$ cat src/rtl/alu_pkg.sv
// alu_pkg: shared alu widths, sweep controller states and the result bundle
package alu_pkg;
    localparam int DW = 4;
    localparam int YW = 8;
    localparam int SW = 3;
    localparam int NUM_OPS_MAX = 8;
    typedef enum logic [1:0] {IDLE, ISSUE, HOLD} state_t;
    typedef struct packed {
        logic [YW-1:0] data;
        logic [SW-1:0] sel;
        logic last;
    } res_t;
endpackage

$ cat src/rtl/alu_sweep_ctrl.sv
// alu_sweep_ctrl: takes an operand pair, sweeps alu sel over NUM_OPS ops and streams each captured result
module alu_sweep_ctrl #(
    parameter int DW = alu_pkg::DW,
    parameter int YW = alu_pkg::YW,
    parameter int SW = alu_pkg::SW,
    parameter int NUM_OPS = alu_pkg::NUM_OPS_MAX
) (
    input  logic          clk,
    input  logic          rst_n,
    input  logic          in_valid,
    output logic          in_ready,
    input  logic [DW-1:0] in_a,
    input  logic [DW-1:0] in_b,
    output logic [DW-1:0] alu_a,
    output logic [DW-1:0] alu_b,
    output logic [SW-1:0] alu_sel,
    input  logic [YW-1:0] alu_y,
    output logic          res_valid,
    input  logic          res_ready,
    output logic [YW-1:0] res_data,
    output logic [SW-1:0] res_sel,
    output logic          res_last,
    output logic          busy
);
    import alu_pkg::*;
    state_t state, state_d;
    res_t res, res_d;
    logic [DW-1:0] a_d, b_d;
    logic [SW-1:0] sel_d;
    logic valid_d;
    assign in_ready = state == IDLE;
    assign busy = state != IDLE;
    assign res_data = res.data;
    assign res_sel = res.sel;
    assign res_last = res.last;
    always_ff @(posedge clk) begin
        if (!rst_n) begin
            state <= IDLE;
            alu_a <= '0;
            alu_b <= '0;
            alu_sel <= '0;
            res <= '0;
            res_valid <= 1'b0;
        end else begin
            state <= state_d;
            alu_a <= a_d;
            alu_b <= b_d;
            alu_sel <= sel_d;
            res <= res_d;
            res_valid <= valid_d;
        end
    end
    always_comb begin
        state_d = state;
        a_d = alu_a;
        b_d = alu_b;
        sel_d = alu_sel;
        res_d = res;
        valid_d = res_valid;
        case (state)
            IDLE: begin
                a_d = in_valid ? in_a : alu_a;
                b_d = in_valid ? in_b : alu_b;
                sel_d = in_valid ? '0 : alu_sel;
                state_d = in_valid ? ISSUE : IDLE;
            end
            ISSUE: begin
                res_d = '{data: alu_y, sel: alu_sel, last: alu_sel == SW'(NUM_OPS - 1)};
                valid_d = 1'b1;
                state_d = HOLD;
            end
            HOLD: begin
                valid_d = res_ready ? 1'b0 : res_valid;
                sel_d = (res_ready && !res.last) ? alu_sel + SW'(1) : alu_sel;
                state_d = !res_ready ? HOLD : res.last ? IDLE : ISSUE;
            end
            default: state_d = IDLE;
        endcase
    end
endmodule

$ cat config.mk
export PLATFORM = sky130hd
export DESIGN_NAME = alu_sweep_ctrl
export DESIGN_NICKNAME = d
export VERILOG_FILES = /design/src/rtl/alu_pkg.sv /design/src/rtl/alu_sweep_ctrl.sv
export SDC_FILE = /design/constraint.sdc
export NUM_CORES = 1
export LEC_CHECK = 0
export BUFFER_PORTS_ARGS = -buffer_cell sky130_fd_sc_hd__buf_2
export CAP_MARGIN = 10
export CORE_AREA = 2 2 50 52
export CTS_CLUSTER_DIAMETER = 50
export DETAILED_ROUTE_END_ITERATION = 8
export DIE_AREA = 0 0 52 54
export HOLD_SLACK_MARGIN = 0.06
export PLACE_DENSITY_LB_ADDON = 0.08
export SLEW_MARGIN = 30
export SYNTH_ARGS = -nofsm -noshare
export SYNTH_HDL_FRONTEND = slang
export SYNTH_SLANG_ARGS = --single-unit
$ cat constraint.sdc
create_clock -name clk -period 2.6 [get_ports clk]
set_clock_uncertainty 0.15 [all_clocks]
set_input_delay 0.26 -clock clk [delete_from_list [all_inputs] [get_ports clk]]
set_output_delay 0.26 -clock clk [all_outputs]
set_load 0.02 [all_outputs]
==> results of run 1 <==
cell type report:
type,count,area (µm²)
Inverter,1,3.75
Fill cell,207,843
Clock buffer,3,22.5
Tap cell,30,37.5
Clock inverter,1,30.0
Sequential cell,26,520
Multi-Input combinational cell,74,479
Timing Repair Buffer,61,383
worst paths after layout:
check,from,end,cells after the start
setup / recovery,state[1],busy,3
hold / removal,in_a[2],alu_a[2],3
hold reg to reg,res_data[4],res_data[4],2
setup reg to reg,state[1],res_data[1],3
kinds of logic after synthesis:
logic type	Yosys count	synth area share, %
buffers and inverters	7	3.97
adder cells (fa/ha/maj)	2	2.40
multiplexers	8	7.69
AO/OA/AOI/OAI	17	12.1
AND/OR/NAND/NOR	47	23.8
flip-flops	26	50.0
power groups by stage:
stage / registers, mW / logic, mW / clock network, mW
after floorplan: 0.461 / 0.0688 / 0
after global placement: 0.438 / 0.128 / 0
after detailed placement: 0.440 / 0.130 / 0
after CTS: 0.431 / 0.148 / 0.284
after global routing: 0.434 / 0.159 / 0.298
final: 0.431 / 0.147 / 0.274
flip-flops by register name, indices dropped and copies added (netlist names):
signal,count
alu_a,4
res_valid,1
res_data,8
alu_b,4
state,2
res_sel,3
alu_sel,3
res_last,1
placed cells by master, fill, tap and decap left out, drive strengths merged:
cell,instances
buf,46
nand2,29
dfxtp,26
dlygate4sd3,15
a21boi,12
nor2b,9
mux2i,8
o22ai,3
clkbuf,3
nand2b,3
ha,2
nor3b,2
nor2,1
inv,1
nand4bb,1
nand3b,1
o211a,1
o21a,1
and2,1
bufinv,1
metal layers:
layer | share of wire, % | wire (µm) | GRT usage [%]
met4 | 0.89 | 19 | 9.21
met5 | 0 | 0 | 0
met3 | 5.3 | 112 | 2.50
met1 | 44 | 935 | 18.0
met2 | 50 | 1060 | 27.8
what timing repair did:
item | 4_1_cts | 5_1_grt
buffers inserted | 0 | 0
endpoints found under the setup margin | 0 | 0
hold buffers | 15 | 0
hold endpoints to repair | 15 | 0
critical path: stages, from the launching register on:
cell and delay [ns]:
dfxtp_1 0.50, nor2_1 0.11, inv_1 0.06, buf_2 0.15
stage by stage:
step                      instances  area [µm²]  hold slack [ns]
after floorplan                 107        1040            0.245
after CTS                       196        1480           0.0627
after detailed placement        177        1270            0.296
after global placement          177        1270            0.287
final                           196        1480           0.0703
after global routing            196        1480           0.0627
==> results, run 1 <==
- The power density normalized to cell area is 577 nW/µm².
- The pin count of the biggest net entering global routing is 30.
- The number of nets in the synthesized netlist is 129.
- The final layout contains routed wiring with a total length of 2130 µm.
- Setup violations remaining at the end of the flow were counted as 0.
- The number of detailed-route iterations in the first pass is 4.
- The initial antenna violation count is 0.
- TritonCTS built the clock tree.
- The slew of the pin with the lowest slew margin is approximately 0.44 ns.
- The internal cell power is 0.645 mW.
- Setup repair after global routing left no endpoint under its margin.
- The boundary pin count is 46.
- The slack of the worst reg-to-reg path is 1.20 ns.
- At the worst endpoint, the arrival time is 1.12 ns.
- STA classifies the critical path endpoint as an output pin.
- The mean post-synth cell area is between 9 and 10 µm².
- Of all cell types, the one taking the most synthesized area is dfxtp_1.
- After legalization and detailed placement, the total HPWL measured 1370 µm.
- The distinct cell type count after synthesis is 22.
- The maximum fanout along the worst path is 7.
- Measured on the finished design, the core utilization comes to 63.6%.
- The via count of the first global-routing pass is roughly 800.
- Clock latency on the worst-skew pair, taken at its later pin, is 0.32 ns.
- The floorplan has 18 rows.
- The number of max-cap violations is 0.
- The first global-routing pass estimated 3260 µm of wire.
- After clock tree synthesis, the clock-pin slew on the worst setup and hold paths is 0.13 ns.
- The net count of the finished layout is around 190.
- Port buffering added 45 buffers.
- The via density per instance is 4.58.
- The clock sink total is 26.
- The synthesized netlist occupies a cell area of 1040 µm².
- The predominant post-synthesis flop cell is dfxtp_1.
- The yosys synthesis warning count is 0.
- The worst hold path class is in -> reg.
- The die covers 2810 µm².
- In the routed design, unresolved DRC markers number 0.
- The setup TNS after final layout is 0 ns.
- The clock group share of total power is 32.2%.
- Cells with a size suffix above 1 make up approximately a third of the layout.
- The count of pins over their slew limit came to 0.
- The library cell with the highest instance count after synthesis is nand2_1.
- For this run, the top clock speed supported by timing is roughly 0.65 GHz.
- The flow ran to the end, and the final reports show no timing, DRC or antenna violations.
- The last weighted congestion value of the routability-driven placer is 0.658.
- By count the netlist is led by nand2_1 (29), dfxtp_1 (26), a21boi_1 (12).
- The number of hold violations in the final report came to 0.
- In the synthesized netlist, the number of instances is 107.
- By startpoint and endpoint, the worst setup path is classified as reg -> out.
- Registers are responsible for 50.6% of the overall power.
- The completed layout was analyzed and its total power is about 0.85 mW.
- Sequential cells were found to cover between 50% and 60% of the synthesized design area.
- The final critical path time including I/O delays and setup is 1.53 ns.
- The tightest slew margin relative to the limit is about 71%.
- The total CTS buffers is 3.
- In this run, the combinational gates consume 17.2% of the power.
- Measured along the y axis, the die boundary spans 54 µm.
- The maximum buffer depth of the clock tree is 2.
- The synthesized design devotes to its leading area cell type 50.0% of total area.
- The maximum level of the CTS H-tree is 1.
- The count of flip-flops with a built-in enable after synthesis is 0.
- The global-route congestion overflow total is 0.
- The die outline width is 52 µm.
- The area growth from synthesis to layout is 41.8%.
- Timing analysis after detailed placement gives a worst setup slack of 1.22 ns.
- Counting flops with an async set or reset pin after synthesis yields a share of 0%.
- The number of storage elements in the synthesis netlist is 26.
- The first routing iteration left 14 violations.
- The root buffer cell is clkbuf_4.
- The maximum resistive drop on vdd is 0.340 mV.
- The switching fraction of total power is around 24%.
- After clock tree synthesis, the repair step resized 0 gates.
- In this run the remaining antenna-violating nets after routing total 0.
- The initial core utilization is 44.9%.
- STA classifies the critical path startpoint as a flop.
- For this block, the via count after detailed routing is 898.
- For this run, the total global-route usage over all layers was measured as 15.8%.
- For this design the total switching power over the nets is 0.207 mW.
- The critical path data required time is 2.19 ns.
- By area the synthesized netlist is led by dfxtp_1 (50%), nand2_1 (10%), a21boi_1 (8.7%), mux2i_1 (7.7%), nor2b_1 (4.8%).
- The floorplan core area is approximately 2300 µm².
- Of the available clock period, the critical path in the final layout requires between 50% and 60%.
- The leakage power is around 0.7 nW.
- Dividing the detail-routed wire length by the instance count gives 10.9 µm.
- Once routing completed, OpenROAD measured the worst setup slack at roughly 1.1 ns.
- The number of diodes added for antenna fixing is 0.
Power figures use the tool's default switching activity.
==> run 2, diff against run 1 <==
- CORE_AREA: 2 2 50 52 -> 2 2 52 54
- DIE_AREA: 0 0 52 54 -> 0 0 54 56
- clock period: 2.6 -> 1.52 ns (I/O delays scaled with it)
==> results, run 2 (same netlist as run 1, synthesis figures left out) <==
- The flow ran to the end, and the final reports show no timing, DRC or antenna violations.
- The library cell used most frequently in the layout, excluding fill and tap cells, is buf_2.
- The via density per instance is 4.59 (+0.20%).
- The boundary pin count is 46 (unchanged).
- The initial core utilization came to 42.8% (-2.1 points).
- The library cells used most frequently in the layout, excluding fill and tap cells, are buf_2 (45), nand2_1 (29), dfxtp_1 (25).
- The overall power after layout is 1.28 mW (+50%).
- The power density normalized to cell area is 864 nW/µm² (+50%).
- The root buffer cell is clkbuf_4.
- The worst slack at placement is 0.246 ns (-0.974 ns).
- The number of hold violations in the final report is 0 (unchanged).
- The number of detailed-route iterations in the first pass is 4 (unchanged).
- The combinational share of power is 20.4% (+3.2 points).
- The average routed wire per standard cell came to 11.1 µm (+2.1%).
- The cell at the slowest stage of the critical path is dfxtp_2.
- The number of setup buffers added after CTS came to 0 (unchanged).
- The tightest min-delay check is of the in -> reg type.
- The number of nets with antenna violations after routing came to 0 (unchanged).
- The number of cell instances on the worst register-to-register path is 3 (unchanged).
- The initial antenna violation count is 0 (unchanged).
- The switching fraction of total power is 26.7% (+2.4 points).
- The register clock-pin slew on the reported worst setup and hold paths is 0.12 ns (about the same).
- The cell area after layout came to 1480 µm² (about the same).
- Walking the worst path, the cells encountered are buf_4 -> nor2_2 -> inv_1 -> buf_2.
- The worst hold path cell count is 2 (-1).
- The clock group share of total power is 22.0% (-10 points).
- The violation count after the first detailed-route iteration is 5 (-9).
- The sequential power share came to 57.6% (+7.0 points).
- The filler cell count was 219 (+5.8%).
- The number of placement rows is 18 (unchanged).
- The setup TNS after final layout is 0 ns (unchanged).
- The net count of the finished layout is 192 (+1.6%).
- The standard cell area after detailed placement was 1280 µm² (+0.59%).
- The flip-flop count of the largest register after layout was 8 (unchanged).
- The startpoint of the most critical setup path is state[1].
- The clock tree from TritonCTS is done.
- The slew of the pin with the lowest slew margin is 0.458 ns (+0.0162 ns).
- The data arrival time at the worst-slack endpoint is 1.14 ns (+0.02 ns).
- The number of placed cells counting well taps is 178 (+0.56%).
- The global-route congestion overflow total is 0 (unchanged).
- The clock sink total is 26 (unchanged).
- The quantity of I/O buffers inserted on ports is 45 (unchanged).
- The worst setup path is launched from a flop.
- The number of diodes added for antenna fixing is 0 (unchanged).
- Setup repair after global routing left no endpoint under its margin.
- The last weighted congestion value of the routability-driven placer was 0.656 (-0.33%).
- The vertical extent of the die is 56 µm (+3.7%).
- The slack of the worst reg-to-reg path came to 0.19 ns (-1.01 ns).
- The critical path data required time is 1.22 ns (-0.97 ns).
- The tightest slew margin relative to the limit is 69.5% (-1.1 points).
- The number of max-cap violations is 0 (unchanged).
- The maximum resistive drop on vdd is 0.645 mV (+90%).
- The worst register-to-register path ends at res_data[5].
- The pin count of the biggest net entering global routing is 30 (unchanged).
- The delay contributed by the slowest stage of the critical path is 0.36 ns (-0.14 ns).
- The maximum fanout along the worst path is 4 (-3).
- Derived from the worst setup path, the maximum achievable clock frequency is roughly 0.69 GHz.
- The final critical path time including I/O delays and setup is ~1.4 ns.
- The combined area of the multi-input logic cells came to 482 µm² (+0.52%).
- The via total after detailed routing was 909 (+1.2%).
- The number of DRC violations after detailed routing is 0 (unchanged).
- The first-pass GRT wire length is 3550 µm (+8.9%).
- The overall global routing resource usage is 15.8% (+0.051 points).
- The setup slack of the critical path after layout was 0.0810 ns (-0.987 ns).
- The floorplan core area is 2430 µm² (+4.9%).
- The final critical path takes up 94.7% of the cycle.
- The post-layout instance count excluding filler cells is 198 (+1.0%).
- The maximum level of the CTS H-tree was 1 (unchanged).
- The internal cell power is 0.936 mW (+45%).
- The leakage power is 0.699 nW (about the same).
- The worst-case hold slack was 0.125 ns (+0.0551 ns).
- The startpoint identified for the worst hold timing path is rst_n.
- The critical path class is reg -> out.
- The core utilization of the finished layout is 60.8% (-2.9 points).
- The total area of sequential cells is 522 µm² (+0.24%).
- The total CTS buffers came to 3 (unchanged).
- The die outline width is 54 µm (+3.8%).
- The layout-stage area growth over the synthesis result was 41.9% (about the same).
- The via count of the first global-routing pass is 900 (+13%).
- The maximum buffer depth of the clock tree came to 2 (unchanged).
- The count of pins over their slew limit came to 0 (unchanged).
- The worst setup path is captured at an output pin.
- The final wirelength is 2200 µm (+3.1%).
- The post-detailed-placement half-perimeter wirelength is 1380 µm (+0.53%).
- The final number of setup-violating endpoints is 0 (unchanged).
- The net load switching power is 0.340 mW (+65%).
- The clock latency on the worst-skew pair is 0.31 ns (about the same).
- The total die area is 3020 µm² (+7.7%).
- The share of final-layout standard cells stronger than drive strength 1 is 32.7% (+0.81 points).
- For hold timing, the worst endpoint is state[1].
- The origin of the critical flop-to-flop path is state[0].
run 2: cell types whose count changed in the layout (fill, tap and decap cells not counted):
cell | previous run | this run
bufinv_16 | 1 | 0
dfxtp_2 | 0 | 1
dlygate4sd3_1 | 15 | 17
nor2_1 | 1 | 0
nor2_2 | 0 | 1
buf_4 | 1 | 2
dfxtp_1 | 26 | 25
run 2: how the worst max path moves through the flow:
stage	to	slack, ns	cells after the start
after floorplan	alu_sel[2]	0.26	4
after global placement	alu_a[2]	0.27	4
after detailed placement	res_sel[0]	0.25	3
after CTS	busy	0.03	4
after global routing	busy	0.006	4
final	busy	0.08	4
run 2: power groups by stage:
stage	Clock (mW)	Sequential, mW	Combinational [mW]
finish	0.280	0.735	0.261
global placement	0	0.748	0.225
detailed placement	0	0.749	0.228
CTS	0.294	0.734	0.262
floorplan	0	0.788	0.118
global route	0.314	0.741	0.287
run 2: critical path: cells and delay by family (launching register included):
family                 cells  cell delay (ns)
buffers and inverters      3             0.34
AND/OR/NAND/NOR            1             0.13
flip-flops                 1             0.36
run 2: routing by layer:
metal / vias to the layer above / wire length [µm] / global-route usage [%]
li1: 472 / - / -
met1: 408 / 906 / 15.9
met2: 27 / 1160 / 30.3
met3: 2 / 108 / 2.42
met4: 0 / 18 / 6.43
met5: - / 0 / 0
run 2: layout make-up:
class                   count  share of cell area (%)
inverters                   1                   0.254
well taps                  30                    2.54
clock buffers               3                    1.52
flip-flops and latches     26                    35.3
repair buffers             64                    27.8
multi-input cells          74                    32.6
run 2: repair_timing:
action | 4_1_cts | 5_1_grt
hold buffers | 17 | 0
endpoints found under the hold margin | 18 | 0
resized for setup | 0 | 2
endpoints found under the setup margin | 0 | 2
